==> src/rtl/imm_extend_pipe_pkg.sv <==
// Shared definitions for the registered immediate extension unit:
// extension mode codes, occupancy state encoding and default widths.
package imm_extend_pipe_pkg;

  localparam logic [1:0] EXT_SIGN  = 2'b00;
  localparam logic [1:0] EXT_ZERO  = 2'b01;
  localparam logic [1:0] EXT_UPPER = 2'b10;
  localparam logic [1:0] EXT_BOFF  = 2'b11;

  localparam int DEF_IN_W  = 16;
  localparam int DEF_OUT_W = 32;
  localparam int DEF_TAG_W = 5;

  typedef enum logic [1:0] {
    EMPTY = 2'd0,
    ONE   = 2'd1,
    TWO   = 2'd2
  } occ_e;

endpackage

==> src/rtl/imm_extend_pipe_core.sv <==
// Combinational immediate extender (sign / zero / upper / branch offset).
// Shared with the load-data path for byte and halfword extension.
module imm_extend_core
  import imm_extend_pipe_pkg::*;
#(
  parameter int IN_W  = DEF_IN_W,
  parameter int OUT_W = DEF_OUT_W
) (
  input  logic [IN_W-1:0]  in_data,
  input  logic [1:0]       in_mode,
  output logic [OUT_W-1:0] ext_data
);

  logic [OUT_W-1:0] sign_ext;
  logic [OUT_W-1:0] zero_ext;
  logic [OUT_W-1:0] upper_ext;
  logic [OUT_W-1:0] boff_ext;

  assign sign_ext  = {{(OUT_W-IN_W){in_data[IN_W-1]}}, in_data};
  assign zero_ext  = {{(OUT_W-IN_W){1'b0}}, in_data};
  assign upper_ext = {in_data, {(OUT_W-IN_W){1'b0}}};
  // Word-aligned branch offset: the top two sign bits fall off the end.
  assign boff_ext  = {sign_ext[OUT_W-3:0], 2'b00};

  always_comb begin
    // NOTE: assign a default before the case so no path leaves ext_data unassigned (no latch).
    ext_data = sign_ext;
    case (in_mode)
      EXT_SIGN:  ext_data = sign_ext;
      EXT_ZERO:  ext_data = zero_ext;
      EXT_UPPER: ext_data = upper_ext;
      EXT_BOFF:  ext_data = boff_ext;
      default:   ext_data = sign_ext;
    endcase
  end

endmodule

==> src/rtl/imm_extend_pipe.sv <==
// Registered immediate extension stage with valid/ready handshake, 2-entry
// skid buffer, flush and tag sideband. Optional counters: IMM_EXT_PERF_EN.
module imm_extend_pipe
  import imm_extend_pipe_pkg::*;
#(
  parameter int IN_W  = DEF_IN_W,
  parameter int OUT_W = DEF_OUT_W,
  parameter int TAG_W = DEF_TAG_W
) (
  input  logic             Clk,
  input  logic             Reset,
  input  logic             flush,
  input  logic             in_valid,
  output logic             in_ready,
  input  logic [IN_W-1:0]  in_data,
  input  logic [1:0]       in_mode,
  input  logic [TAG_W-1:0] in_tag,
  output logic             out_valid,
  input  logic             out_ready,
  output logic [OUT_W-1:0] out_data,
  output logic [TAG_W-1:0] out_tag,
  output logic [31:0]      perf_xfer,
  output logic [31:0]      perf_stall
);

  if (OUT_W < IN_W + 2) begin : g_width_check
    $error("imm_extend_pipe: OUT_W must be at least IN_W+2");
  end

  occ_e             state;
  occ_e             state_nx;
  logic [OUT_W-1:0] ext_data;
  logic [OUT_W-1:0] skid_data;
  logic [TAG_W-1:0] skid_tag;
  logic             accept;
  logic             drain;
  logic             load_out;
  logic             load_skid;
  logic             out_from_skid;

  imm_extend_core #(
    .IN_W  (IN_W),
    .OUT_W (OUT_W)
  ) u_core (
    .in_data  (in_data),
    .in_mode  (in_mode),
    .ext_data (ext_data)
  );

  // Both handshake outputs decode the state register only, so out_ready
  // never reaches in_ready combinationally.
  assign in_ready  = (state != TWO);
  assign out_valid = (state != EMPTY);
  assign accept    = in_valid && in_ready;
  assign drain     = out_valid && out_ready;

  always_comb begin
    state_nx      = state;
    load_out      = 1'b0;
    load_skid     = 1'b0;
    out_from_skid = 1'b0;
    if (flush) begin
      state_nx = EMPTY;
    end else begin
      case (state)
        EMPTY: begin
          if (accept) begin
            state_nx = ONE;
            load_out = 1'b1;
          end
        end
        ONE: begin
          if (accept && drain) begin
            load_out = 1'b1;
          end else if (accept) begin
            state_nx  = TWO;
            load_skid = 1'b1;
          end else if (drain) begin
            state_nx = EMPTY;
          end
        end
        TWO: begin
          if (drain) begin
            state_nx      = ONE;
            load_out      = 1'b1;
            out_from_skid = 1'b1;
          end
        end
        default: state_nx = EMPTY;
      endcase
    end
  end

  // NOTE: sequential state uses non-blocking assignments so every flop samples pre-edge values.
  always_ff @(posedge Clk) begin
    if (!Reset) begin
      state <= EMPTY;
    end else begin
      state <= state_nx;
    end
  end

  // NOTE: the data registers are reset too; out_data and skid contents must read 0 after reset.
  always_ff @(posedge Clk) begin
    if (!Reset) begin
      out_data  <= '0;
      out_tag   <= '0;
      skid_data <= '0;
      skid_tag  <= '0;
    end else begin
      if (load_out) begin
        out_data <= out_from_skid ? skid_data : ext_data;
        out_tag  <= out_from_skid ? skid_tag  : in_tag;
      end
      if (load_skid) begin
        skid_data <= ext_data;
        skid_tag  <= in_tag;
      end
    end
  end

`ifdef IMM_EXT_PERF_EN
  logic [31:0] xfer_cnt;
  logic [31:0] stall_cnt;

  // Counters observe raw handshakes and deliberately ignore flush.
  always_ff @(posedge Clk) begin
    if (!Reset) begin
      xfer_cnt  <= '0;
      stall_cnt <= '0;
    end else begin
      if (drain) begin
        xfer_cnt <= xfer_cnt + 32'd1;
      end
      if (in_valid && !in_ready) begin
        stall_cnt <= stall_cnt + 32'd1;
      end
    end
  end

  assign perf_xfer  = xfer_cnt;
  assign perf_stall = stall_cnt;
`else
  assign perf_xfer  = 32'd0;
  assign perf_stall = 32'd0;
`endif

endmodule

==> config.mk <==
export PLATFORM = sky130hd
export DESIGN_NAME = imm_extend_pipe
export DESIGN_NICKNAME = d
export VERILOG_FILES = /design/src/rtl/imm_extend_pipe_pkg.sv /design/src/rtl/imm_extend_pipe_core.sv /design/src/rtl/imm_extend_pipe.sv
export SDC_FILE = /design/constraint.sdc
export NUM_CORES = 1
export LEC_CHECK = 0
export CAP_MARGIN = 20
export CORE_MARGIN = 2
export CORE_UTILIZATION = 46
export DETAILED_ROUTE_END_ITERATION = 12
export PLACE_DENSITY = 0.8
export SYNTH_ARGS = -nofsm -noshare
export SYNTH_HDL_FRONTEND = slang
export SYNTH_SLANG_ARGS = --single-unit
==> constraint.sdc <==
create_clock -name Clk -period 1.85 [get_ports Clk]
set_input_delay 0.37 -clock Clk [delete_from_list [all_inputs] [get_ports Clk]]
set_output_delay 0.37 -clock Clk [all_outputs]
set_load 0.05 [all_outputs]
==> impl_metrics.yaml <==
timing:
  layout_worst_path_cycle_share_pct: 96.8
  fin_skew_ns: 0.00759
  shortest_clock_period_the_worst_path_allows_after_layout_ns: 1.79
  final_hold_viol_count: 0
  timing_max_transition_violations_final: 0
  setup_tns_ns: 0
  max_freq_ghz: 0.558
  finalSetupViolations: 0
floorplanning:
  std_cell_core_area_um2: 8300
  ios: 131
  floorplan.die.height_um: 97.2
  die_w_um: 97.2
  row_cnt: 33
  floorplan.initialDensity_pct: 48.1
  fp.dieArea_um2: 9440
routing:
  total_wirelength_mm: 9.61
  detailedRoute.firstPassIterationCount: 7
  vias_per_cell: 5.33
  drt.antenna.violating_nets: 0
  routed_wire_length_per_instance_um: 14.8
  route.detailed.drc: 0
  drtIter0Drc: 229
  vias: 3446
hold_path:
  min_delay_path_depth: 3
  hold_path_end: "state[1]"
  min-delay-path-class: "primary input to flip-flop"
  holdCritStartpoint: "out_ready"
cells_and_area:
  areaGrowthSynthToFinish_pct: 24.0
  finalNetCount: 565
  layout-drive-gt1-share_pct: 20.5
  antenna_cells: 0
synthesis:
  postSynthRegisterBits: 76
  synthDominantAreaCellType: "sky130_fd_sc_hd__dfxtp_1"
  most_common_cell_in_the_synthesized_netlist: "sky130_fd_sc_hd__dfxtp_1"
  post_synth.cell_area_avg_um2: 8.70
  synth_largest_type_area_fraction_pct: 38.1
  synth-seq-area-share_pct: 38.1
  synth_flop_cell: "sky130_fd_sc_hd__dfxtp_1"
  synth_cell_type_count: 36
  synth_edf_count: 0
  syn_inst: 459
  synth_async_sr_flop_share_pct: 0
  synth_area_leaders: "sky130_fd_sc_hd__dfxtp_1, sky130_fd_sc_hd__buf_4, sky130_fd_sc_hd__o211a_1"
  synth_top_cells_by_count: "sky130_fd_sc_hd__dfxtp_1, sky130_fd_sc_hd__buf_4, sky130_fd_sc_hd__nand2_1"
  yosys_warnings: 0
  synthesis.area_um2: 3990
setup_path:
  setup.worst_path.end_class: "flip-flop"
  timing.reg2reg.worst_path_depth: 6
  worst-r2r-setup-slack_ns: 0.12
  worst-endpoint-arrival_ns: 2.04
  worstReg2RegStart: "state[0]"
  critPathKind: "primary input to flip-flop"
  crit_required_ns: 2.10
  rr_endpoint: "out_tag[1]"
  crit_path_start_kind: "primary input"
  critical_path.max_fanout: 9
power_and_ir_drop:
  leakagePower_uw: 0.00249
  report.power.total_uw: 4280
  vdd.ir_drop.worst_v: 0.000459
  power_density_nw_per_um2: 865
clock_tree:
  tritoncts: "built"
  clock_sink_count: 76
  number_of_buffers_created_by_cts: 9
  cts-root-buf: "sky130_fd_sc_hd__clkbuf_8"
  worstSkewPairLatency_ns: 0.35
  buffers_from_clock_root_to_sink_at_most: 2
  cts.clk_slew.worst_paths_ns: 0.08
  cts-htree-levels: 3
global_route:
  globalRouteOverflowTotal: 0
  first_global_vias: 3143
  antenna_violations_before_repair: 0
  grt_util_all_layers_pct: 19.3
  grt_first_pass_wirelength_mm: 15.2
  largest_net_degree_at_the_start_of_global_routing: 47
place:
  globalplace.congestion: 0.816
  place_hpwl_mm: 6.60
  io_buffer_count: 66
status:
  status: "finished, final reports clean"
run:
  maxCapViolations: 0
==> sequential cells by signal, summed over array words and instances, names as in the netlist <==
name	count
out_data	32
out_tag	5
skid_data	32
skid_tag	5
state	2
==> stage by stage <==
| stage | hold WS [ns] | cell area, um^2 | utilization [%] | std cells | setup slack [ns] |
|---|---|---|---|---|---|
| after floorplan | 0.441 | 4230 | - | 522 | 0.233 |
| after global placement | 0.448 | 4610 | 55.5 | 627 | -0.532 |
| after detailed placement | 0.460 | 4620 | 55.7 | 628 | -0.421 |
| after CTS | 0.473 | 4890 | 58.9 | 644 | 0.00919 |
| after global routing | 0.423 | 4950 | 59.7 | 647 | -0.0153 |
| final | 0.398 | 4950 | 59.7 | 647 | 0.0589 |
==> layout make-up <==
class / count / area (um^2)
clock inverters: 6 / 136
flip-flops and latches: 76 / 1520
repair buffers: 106 / 925
clock buffers: 10 / 128
multi-input cells: 343 / 2110
well taps: 105 / 131
fillers: 711 / 3350
inverters: 1 / 3.75
==> power breakdown <==
group,switching (uW),internal [uW]
combinational,654,263
clock,612,1030
sequential,30.6,1690
==> layout by cell type, fill, tap and decap left out, types with 2 or more instances in the layout <==
master,Yosys,layout
sky130_fd_sc_hd__a21oi_1,35,33
sky130_fd_sc_hd__bufinv_16,0,4
sky130_fd_sc_hd__nor2_4,0,2
sky130_fd_sc_hd__o211a_1,34,34
sky130_fd_sc_hd__nand2_1,44,44
sky130_fd_sc_hd__mux2_2,7,7
sky130_fd_sc_hd__and2_1,3,2
sky130_fd_sc_hd__nor2_1,20,18
sky130_fd_sc_hd__o21a_1,3,3
sky130_fd_sc_hd__dlymetal6s2s_1,0,2
sky130_fd_sc_hd__conb_1,1,64
sky130_fd_sc_hd__nand3b_1,14,14
sky130_fd_sc_hd__o21ai_0,30,30
sky130_fd_sc_hd__buf_4,64,71
sky130_fd_sc_hd__clkdlybuf4s50_1,0,25
sky130_fd_sc_hd__clkbuf_8,0,9
sky130_fd_sc_hd__nand2b_1,4,4
sky130_fd_sc_hd__nor3b_1,2,2
sky130_fd_sc_hd__a21oi_2,0,2
sky130_fd_sc_hd__buf_6,1,3
sky130_fd_sc_hd__buf_12,0,3
sky130_fd_sc_hd__a21boi_0,7,7
sky130_fd_sc_hd__nor2b_1,27,27
sky130_fd_sc_hd__dfxtp_1,76,76
sky130_fd_sc_hd__a22o_1,29,29
sky130_fd_sc_hd__a2111o_1,2,2
sky130_fd_sc_hd__or3_1,6,6
==> cells by family (layout without fill, tap and decap cells) <==
group	count (synthesis)	count (layout)	share of synthesized area [%]
AND/OR/NAND/NOR	126	126	16.6
other	1	64	0.0939
AO/OA/AOI/OAI	145	145	26.5
multiplexers	8	8	2.35
flip-flops	76	76	38.1
buffers and inverters	103	123	16.3
==> critical path: stages <==
cell and delay, ns:
sky130_fd_sc_hd__clkdlybuf4s50_1 0.55, sky130_fd_sc_hd__buf_4 0.19, sky130_fd_sc_hd__mux2_2 0.35, sky130_fd_sc_hd__a21oi_1 0.28
sky130_fd_sc_hd__a21oi_1 0.11, sky130_fd_sc_hd__a22o_1 0.19
==> metal layers <==
| layer | global-route usage, % | wire length (um) | share of wire, % | vias to the layer above |
|---|---|---|---|---|
| met5 | 0 | 0 | 0 | - |
| li1 | - | - | - | 1630 |
| met4 | 7.26 | 177 | 1.8 | 0 |
| met1 | 26.1 | 4160 | 43 | 1627 |
| met3 | 3.67 | 708 | 7.4 | 23 |
| met2 | 30.7 | 4560 | 48 | 166 |
==> how the worst max path moves through the flow <==
stage               start      endpoint
3_5_place_dp    out_ready   out_data[8]
6_report       in_mode[0]  out_data[17]
3_3_place_gp    out_ready  out_data[21]
2_1_floorplan       flush    out_tag[3]
4_1_cts             flush   out_data[8]
5_1_grt        in_mode[0]  out_data[17]
==> timing repair <==
| item | in CTS | in global routing |
|---|---|---|
| endpoints found under the setup margin | 7 | 52 |
| cloned | 0 | 1 |
| hold buffers | 0 | 0 |
| pin swaps | 1 | 1 |
| gates resized for setup | 2 | 11 |
| buffers inserted | 0 | 2 |
Note: power is estimated with default switching activity, not from simulation.
